### config.mk
export PLATFORM = sky130hd
export DESIGN_NAME = apple_placement_ctrl_flat
export DESIGN_NICKNAME = d
export VERILOG_FILES = /design/src/rtl/apple_placement_if.sv /design/src/rtl/apple_placement_ctrl.sv /design/src/flat_wrapper.sv
export SDC_FILE = /design/constraint.sdc
export NUM_CORES = 1
export LEC_CHECK = 0
export CAP_MARGIN = 10
export CORE_MARGIN = 3
export CORE_UTILIZATION = 40
export DETAILED_ROUTE_END_ITERATION = 12
export GPL_TIMING_DRIVEN = 0
export PLACE_DENSITY = 0.84
export SETUP_SLACK_MARGIN = 0.05
export SYNTH_ARGS = -nofsm -noshare
export SYNTH_HDL_FRONTEND = slang
export SYNTH_SLANG_ARGS = --single-unit
### constraint.sdc
create_clock -name clk -period 6.1 [get_ports clk]
set_input_delay 0.61 -clock clk [delete_from_list [all_inputs] [get_ports clk]]
set_output_delay 0.61 -clock clk [all_outputs]
set_load 0.02 [all_outputs]
### src/rtl/apple_placement_if.sv
// rtl/apple_placement_if.sv - handshake/bus bundle between game logic and the apple placement controller
interface apple_placement_if #(
  parameter int MAX_LENGTH = 16,
  parameter int LW         = $clog2(MAX_LENGTH + 1)
);
  logic                    goodColl;
  logic [3:0]              randX;
  logic [3:0]              randY;
  logic [8*MAX_LENGTH-1:0] body;
  logic [LW-1:0]           length;
  logic [3:0]              apple_x;
  logic [3:0]              apple_y;
  logic                    apple_valid;
  logic                    busy;
  logic                    place_done;
  logic                    board_full;

  // Game side: raises goodColl, supplies randomness and the body list
  modport master (
    output goodColl, randX, randY, body, length,
    input  apple_x, apple_y, apple_valid, busy, place_done, board_full
  );

  // Controller side
  modport slave (
    input  goodColl, randX, randY, body, length,
    output apple_x, apple_y, apple_valid, busy, place_done, board_full
  );
endinterface

### src/rtl/apple_placement_ctrl.sv
// rtl/apple_placement_ctrl.sv - draws, checks and commits a new apple position after the snake eats one
module apple_placement_ctrl #(
  parameter int MAX_LENGTH = 16,
  parameter int MAX_TRIES  = 4,
  parameter int LW         = $clog2(MAX_LENGTH + 1)
) (
  input logic              clk,
  input logic              reset,
  apple_placement_if.slave bus
);
  localparam int TW = $clog2(MAX_TRIES + 1);
  localparam int IW = (MAX_LENGTH > 1) ? $clog2(MAX_LENGTH) : 1;

  typedef enum logic [1:0] {IDLE, SAMPLE, CHECK, COMMIT} state_t;

  state_t        state;
  logic          gc_q;
  logic          rise_q;
  logic [7:0]    cand;
  logic [TW-1:0] tries;
  logic          scan;
  logic [8:0]    scanned;
  logic [IW-1:0] idx;
  logic [3:0]    apple_x_r;
  logic [3:0]    apple_y_r;
  logic          apple_valid_r;
  logic          busy_r;
  logic          place_done_r;
  logic          board_full_r;

  logic [7:0]    segs [MAX_LENGTH];
  logic [7:0]    seg;
  logic          rise;
  logic          hit;
  logic          last;

  // Unpack the flattened body list so the current segment is a plain array read
  always_comb begin
    for (int i = 0; i < MAX_LENGTH; i++) begin
      segs[i] = bus.body[8*i +: 8];
    end
  end

  assign seg  = segs[idx];
  assign rise = bus.goodColl & ~gc_q;
  // An empty body never overlaps; the single CHECK cycle then goes straight to COMMIT
  assign hit  = (bus.length != '0) && (cand == seg);
  assign last = (bus.length == '0) || (LW'(idx) == bus.length - LW'(1));

  assign bus.apple_x     = apple_x_r;
  assign bus.apple_y     = apple_y_r;
  assign bus.apple_valid = apple_valid_r;
  assign bus.busy        = busy_r;
  assign bus.place_done  = place_done_r;
  assign bus.board_full  = board_full_r;

  // Placement sequencer; the edge is captured into rise_q and acted on the following cycle,
  // and rises seen outside IDLE are dropped so a placement is never restarted
  always_ff @(posedge clk or posedge reset) begin
    if (reset) begin
      state         <= IDLE;
      gc_q          <= 1'b0;
      rise_q        <= 1'b0;
      cand          <= 8'hC5;
      tries         <= '0;
      scan          <= 1'b0;
      scanned       <= '0;
      idx           <= '0;
      apple_x_r     <= 4'hC;
      apple_y_r     <= 4'h5;
      apple_valid_r <= 1'b1;
      busy_r        <= 1'b0;
      place_done_r  <= 1'b0;
      board_full_r  <= 1'b0;
    end else begin
      gc_q         <= bus.goodColl;
      rise_q       <= rise && (state == IDLE);
      place_done_r <= 1'b0;
      case (state)
        IDLE: begin
          if (rise_q) begin
            state         <= SAMPLE;
            busy_r        <= 1'b1;
            apple_valid_r <= 1'b0;
            tries         <= '0;
            scan          <= 1'b0;
          end
        end
        SAMPLE: begin
          cand  <= {bus.randX, bus.randY};
          tries <= tries + TW'(1);
          idx   <= '0;
          state <= CHECK;
        end
        CHECK: begin
          if (hit) begin
            if (!scan) begin
              if (tries >= TW'(MAX_TRIES)) begin
                // Random draws exhausted: walk the board linearly from the last candidate
                scan    <= 1'b1;
                cand    <= cand + 8'd1;
                scanned <= 9'd1;
                idx     <= '0;
              end else begin
                state <= SAMPLE;
              end
            end else if (scanned == 9'd256) begin
              board_full_r <= 1'b1;
              busy_r       <= 1'b0;
              state        <= IDLE;
            end else begin
              cand    <= cand + 8'd1;
              scanned <= scanned + 9'd1;
              idx     <= '0;
            end
          end else if (last) begin
            state <= COMMIT;
          end else begin
            idx <= idx + IW'(1);
          end
        end
        COMMIT: begin
          apple_x_r     <= cand[7:4];
          apple_y_r     <= cand[3:0];
          apple_valid_r <= 1'b1;
          place_done_r  <= 1'b1;
          board_full_r  <= 1'b0;
          busy_r        <= 1'b0;
          state         <= IDLE;
        end
        default: state <= IDLE;
      endcase
    end
  end
endmodule

### src/flat_wrapper.sv
// flat-port wrapper written by rule: the top's interface ports become plain ports
module apple_placement_ctrl_flat 
#(
  parameter int MAX_LENGTH = 16,
  parameter int MAX_TRIES  = 4,
  parameter int LW         = $clog2(MAX_LENGTH + 1)
)
  (clk, reset, bus_goodColl, bus_randX, bus_randY, bus_body, bus_length, bus_apple_x, bus_apple_y, bus_apple_valid, bus_busy, bus_place_done, bus_board_full);
  apple_placement_if #(.MAX_LENGTH(MAX_LENGTH), .LW(LW)) bus_i ();
  input logic clk;
  input logic reset;
  input wire logic [$bits(bus_i.goodColl)-1:0] bus_goodColl;
  input wire logic [$bits(bus_i.randX)-1:0] bus_randX;
  input wire logic [$bits(bus_i.randY)-1:0] bus_randY;
  input wire logic [$bits(bus_i.body)-1:0] bus_body;
  input wire logic [$bits(bus_i.length)-1:0] bus_length;
  output wire logic [$bits(bus_i.apple_x)-1:0] bus_apple_x;
  output wire logic [$bits(bus_i.apple_y)-1:0] bus_apple_y;
  output wire logic [$bits(bus_i.apple_valid)-1:0] bus_apple_valid;
  output wire logic [$bits(bus_i.busy)-1:0] bus_busy;
  output wire logic [$bits(bus_i.place_done)-1:0] bus_place_done;
  output wire logic [$bits(bus_i.board_full)-1:0] bus_board_full;
  assign bus_i.goodColl = bus_goodColl;
  assign bus_i.randX = bus_randX;
  assign bus_i.randY = bus_randY;
  assign bus_i.body = bus_body;
  assign bus_i.length = bus_length;
  assign bus_apple_x = bus_i.apple_x;
  assign bus_apple_y = bus_i.apple_y;
  assign bus_apple_valid = bus_i.apple_valid;
  assign bus_busy = bus_i.busy;
  assign bus_place_done = bus_i.place_done;
  assign bus_board_full = bus_i.board_full;
  apple_placement_ctrl #(.MAX_LENGTH(MAX_LENGTH), .MAX_TRIES(MAX_TRIES), .LW(LW)) u_core (.clk(clk), .reset(reset), .bus(bus_i));
endmodule
# Word-level counts from Yosys, hierarchy flattened
# Index checks and enable logic that the tools add are counted.
# totals
input_bits	144
reg_bits	41
wordCells	107
out_inout_bits	12
# classes
n_eq_ne	19
n_bitwise	3
add_sub_neg	5
reduce_logical	22
mux	42
order_cmp	2
# ops
cell	count
8-bit two-way mux	6
8-bit binary-select mux with 4-bit select	1
9-bit two-way mux	3
4-bit two-way mux	5
4-bit AND reduction	5
8-bit case mux with 2 select lines	1
1-bit two-way mux	12
2-bit two-way mux	6
2-bit nonzero test	6
9-bit by 1-bit adder with 9-bit output, second input constant	1
9-bit equality test, second input constant	1
8-bit by 1-bit adder with 8-bit output, second input constant	1
8-bit equality test	1
2-bit by 1-bit inequality test with 1-bit output, second input constant	4
4-bit by 3-bit inequality test with 1-bit output, second input constant	2
4-bit inequality test, second input constant	2
2-bit case mux with 4 select lines	1
4-bit case mux with 2 select lines	1
3-bit by 1-bit inequality test with 1-bit output, second input constant	2
1-bit case mux with 2 select lines	3
3-bit case mux with 2 select lines	1
4-bit by 5-bit equality test with 1-bit output	1
5-bit >= comparator, second input constant	1
5-bit zero test	1
other kinds (22)	25

# Longest topological paths before layout
# logic_depth
depth_word	8
ltp_mapped	12
mapped_depth_nobuf	10

# Least setup slack after synthesis
# Ideal clock, no wire load.
# synth_timing
path_kind	input-to-reg
from	input port bus_body[57]
to	register u_core.scanned[5]
required_ns	5.975
setup_slack_ns	2.443
setup_ns	0.125
path_buffers	0
stages	7
arrival_time_ns	3.532
cell_sequence	mux4_2 -> mux4_2 -> xor2_1 -> or4_4 -> or4_4 -> or4_1 -> mux2_4
# synth_between
elab_chain_len	6
# synth_rtl
item	line_no	source
from (decl)	flat_wrapper.sv:15	input wire logic [$bits(bus_i.body)-1:0] bus_body;
8-bit binary-select mux with 4-bit select	apple_placement_ctrl.sv:44	assign seg = segs[idx];
8-bit two-way mux (not written as such) (2 in series)	apple_placement_ctrl.sv:44	
8-bit equality test	apple_placement_ctrl.sv:47	assign hit = (bus.length != '0) && (cand == seg);
1-bit logical AND	apple_placement_ctrl.sv:47	
4-bit AND reduction (no source line)	n/a	
to (signal assigned)	apple_placement_ctrl.sv:113	scanned <= scanned + 9'd1;
to (decl)	apple_placement_ctrl.sv:22	logic [8:0] scanned;
# Every way passes these cells. The select of a mux whose other input is x is not followed.
# A chain may end at the register's enable or synchronous reset.

# Final worst setup path
# layout_timing
from	register u_core.idx[2]
to	register u_core.scanned[3]
# layout_between
elab_chain_len	7
# layout_rtl
item	line_no	source
from (decl)	apple_placement_ctrl.sv:23	logic [IW-1:0] idx;
from (signal assigned)	apple_placement_ctrl.sv:119	idx <= idx + IW'(1);
4-bit inverter with 5-bit output (not written as such)	apple_placement_ctrl.sv:44	
8-bit binary-select mux with 4-bit select	apple_placement_ctrl.sv:44	
8-bit two-way mux (not written as such) (2 in series)	apple_placement_ctrl.sv:44	
8-bit equality test	apple_placement_ctrl.sv:47	
1-bit logical AND	apple_placement_ctrl.sv:47	
4-bit AND reduction (no source line)	n/a	
# Every way passes these cells. The select of a mux whose other input is x is not followed.

==> insert_results.sql <==
INSERT INTO impl_metrics (metric_group, metric, value, unit) VALUES
('run_status', 'status', 'finished, final reports clean', ''),
('logic_synthesis', 'synth_top_area_share', '22.9', '%'),
('finish', 'commonest_cells_after_routing_fill_and_taps_aside', '155 x clkdlybuf4s50_1, 32 x dfrtp_1, 30 x mux4_2', ''),
('finish', 'post_layout_utilization_of_the_core', '63.4', '%'),
('logic_synthesis', 'yosys.cell_types.count', '57', ''),
('floorplanning', 'initial_utilization', '42.0', '%'),
('sta', 'timing_worst_slew_pin_value', '1.00', 'ns'),
('logic_synthesis', 'cells_taking_the_most_area_after_synthesis', 'dfrtp_1 23%, mux4_2 19%, dfstp_2 6.8%, mux2i_1 4.6%, ha_1 3.6%', ''),
('logic_synthesis', 'synth-edff-count', '0', ''),
('global_route', 'grt_start_max_net_pins', '42', ''),
('floorplanning', 'num_rows', '33', ''),
('placement', 'dpl-instance-area', '5180', 'um2'),
('hold_path', 'min_path_type', 'flip-flop to flip-flop', ''),
('floorplanning', 'fp.coreArea', '8340', 'um2'),
('logic_synthesis', 'yosysSeqAreaShare', '29.6', '%'),
('clock_network', 'clock-root-buffer', 'clkbuf_8', ''),
('sta', 'timing.max_slew.rel_slack', '32.2', '%'),
('sta', 'final.setup.tns', '0', 'ns'),
('sta', 'final.setup_skew', '0.00552', 'ns'),
('logic_synthesis', 'ys.flop_type', 'dfrtp_1', ''),
('route', 'antenna_violating_nets_post_route', '0', ''),
('pwr', 'vdd_drop_max', '0.198', 'mV'),
('sta', 'fin_crit', '4.23', 'ns'),
('placement', 'pre_cts_ws', '1.54', 'ns'),
('global_route', 'antenna_violations_before_repair', '0', ''),
('route', 'detail_route.iter0.violations', '188', ''),
('finish', 'growth_of_design_area_from_synthesis_to_finish', '51.1', '%'),
('finish', 'finalNonFillerCells', '616', ''),
('finish', 'layout_commonest_cell', 'clkdlybuf4s50_1', ''),
('placement', 'post-dp-hpwl', '9740', 'um'),
('critical_path', 'crit_slowest_cell', 'nor4b_1', ''),
('route', 'drc', '0', ''),
('clock_network', 'insertion_delay', '0.29', 'ns'),
('logic_synthesis', 'postSynthNetCount', '501', ''),
('clock_network', 'cts_num_sinks', '41', ''),
('logic_synthesis', 'yosysTopAreaCell', 'dfrtp_1', ''),
('clock_network', 'post-cts-setup-buffer-count', '0', ''),
('clock_network', 'clk_path_buf_depth', '2', ''),
('critical_path', 'timing.critical_path.arrival', '4.37', 'ns'),
('placement', 'place_congestion', '0.905', ''),
('floorplanning', 'chipWidth', '99.5', 'um'),
('clock_network', 'cts_resized', '0', ''),
('logic_synthesis', 'synth-async-reset-ratio', '100', '%'),
('critical_path', 'critPathCaptureType', 'flip-flop', ''),
('critical_path', 'crit_path_max_incr_delay', '0.86', 'ns'),
('pwr', 'p_per_area', '276', 'nW/um2'),
('route', 'drtPass1Iterations', '4', ''),
('pwr', 'static-leakage-power', '2.01', 'nW'),
('sta', 'fmax', '236', 'MHz'),
('placement', 'io_buffer_count', '155', ''),
('sta', 'hold_viol', '0', ''),
('route', 'routed_wirelength', '11600', 'um'),
('route', 'vias', '3603', ''),
('finish', 'final_net_count', '664', ''),
('finish', 'filler_cell_count', '669', ''),
('route', 'wl_per_cell', '18.9', 'um'),
('critical_path', 'cp_max_fo', '10', ''),
('clock_network', 'h-tree-depth', '2', ''),
('critical_path', 'start_kind', 'flip-flop', ''),
('global_route', 'grt_first_pass_wirelength', '18800', 'um'),
('logic_synthesis', 'postSynthAreaPerCell', '10.1', 'um2'),
('global_route', 'grtUsageTotal', '24.0', '%'),
('sta', 'timing.final.setup_violations', '0', ''),
('finish', 'drive_gt1_share', '15.3', '%'),
('global_route', 'via_count_of_the_first_global_routing_pass', '3759', ''),
('run', 'max_cap_viol_count', '0', ''),
('logic_synthesis', 'synthCells', '347', ''),
('finish', 'insertedDiodeCount', '0', ''),
('pwr', 'power.total', '1.46', 'mW'),
('sta', 'timing.final.ws_setup', '1.87', 'ns'),
('floorplanning', 'dieHeight', '99.5', 'um');
-- layer usage --
metal	global-route usage [%]	share of wire (%)	vias to the layer above
met3	5.96	6.4	27
met4	5.67	2.1	0
met5	0	0	-
met2	44.1	54	174
met1	28.0	37	1746
li1	-	-	1656
-- worst paths after layout --
| kind | from | to | slack (ns) | cells after the start |
|---|---|---|---|---|
| max in group asynchronous | reset | u_core.tries[2] | 4.75 | 2 |
| worst min register to register | u_core.tries[1] | u_core.tries[1] | 0.51 | 1 |
| worst min-delay path | u_core.tries[1] | u_core.tries[1] | 0.51 | 1 |
| worst max register to register | u_core.idx[2] | u_core.scanned[3] | 1.87 | 10 |
| min in group asynchronous | reset | u_core.bus.apple_x[1] | 0.82 | 2 |
| worst max-delay path | u_core.idx[2] | u_core.scanned[3] | 1.87 | 10 |
-- worst max-delay path: cells and delay by family (launching register included) --
family	cells	cell delay, ns
and+or+nand+nor	3	1.53
buffers and inverters	3	1.00
muxes	2	0.91
DFF	1	0.33
xor gates and xnor gates	1	0.22
AOI/OAI and AO/OA	1	0.08
-- sequential cells by signal (all words and copies together), names as in the netlist, 2 cells and up --
name	cells
u_core.scanned	9
u_core.state	2
u_core.tries	3
u_core.cand	8
u_core.idx	4
u_core.bus.apple_y	4
u_core.bus.apple_x	4
-- kinds of logic after synthesis --
| kind of cell | share of synthesized area, % |
|---|---|
| AO/OA/AOI/OAI | 13.5 |
| XOR/XNOR | 3.50 |
| adder cells (fa/ha/maj) | 3.58 |
| buffers and inverters | 4.58 |
| flip-flops | 29.6 |
| multiplexers | 27.5 |
| AND/OR/NAND/NOR | 17.7 |
-- cell type report --
class	instances	area (um2)	area share, %
Multi-Input combinational cell	267	2300	43.5
Timing Repair Buffer	156	1560	29.4
Sequential cell	41	1040	19.6
Tap cell	105	131	2.48
Clock buffer	7	96.3	1.82
Buffer	21	92.6	1.75
Inverter	18	67.6	1.28
Clock inverter	1	5.00	0.0946
-- cells in the mapped netlist (all sizes together) (3+ instances only) --
cell type and n:
dfrtp 32, mux4 30, nand2 28, nor2 23, inv 17, mux2i 16, a21oi 14, clkbuf 13
nand3 12, mux2 11, ha 10, nor3 10, o21ai 10, xor2 10, dfstp 9, nor2b 9
buf 8, a22oi 7, or4 7, and3 6, a211oi 4, a311oi 4, a31o 4, nor4 4
o31ai 4, xnor2 4, a31oi 3, and2 3, o211ai 3, o2bb2ai 3, or3 3
-- where the power goes --
part | total (mW) | switching, mW | internal [mW]
clock | 0.200 | 0.0975 | 0.102
sequential | 0.432 | 0.0664 | 0.366
combinational | 0.829 | 0.412 | 0.417
total | 1.46 | 0.576 | 0.886
No activity file was read; power rests on OpenSTA's default activity.
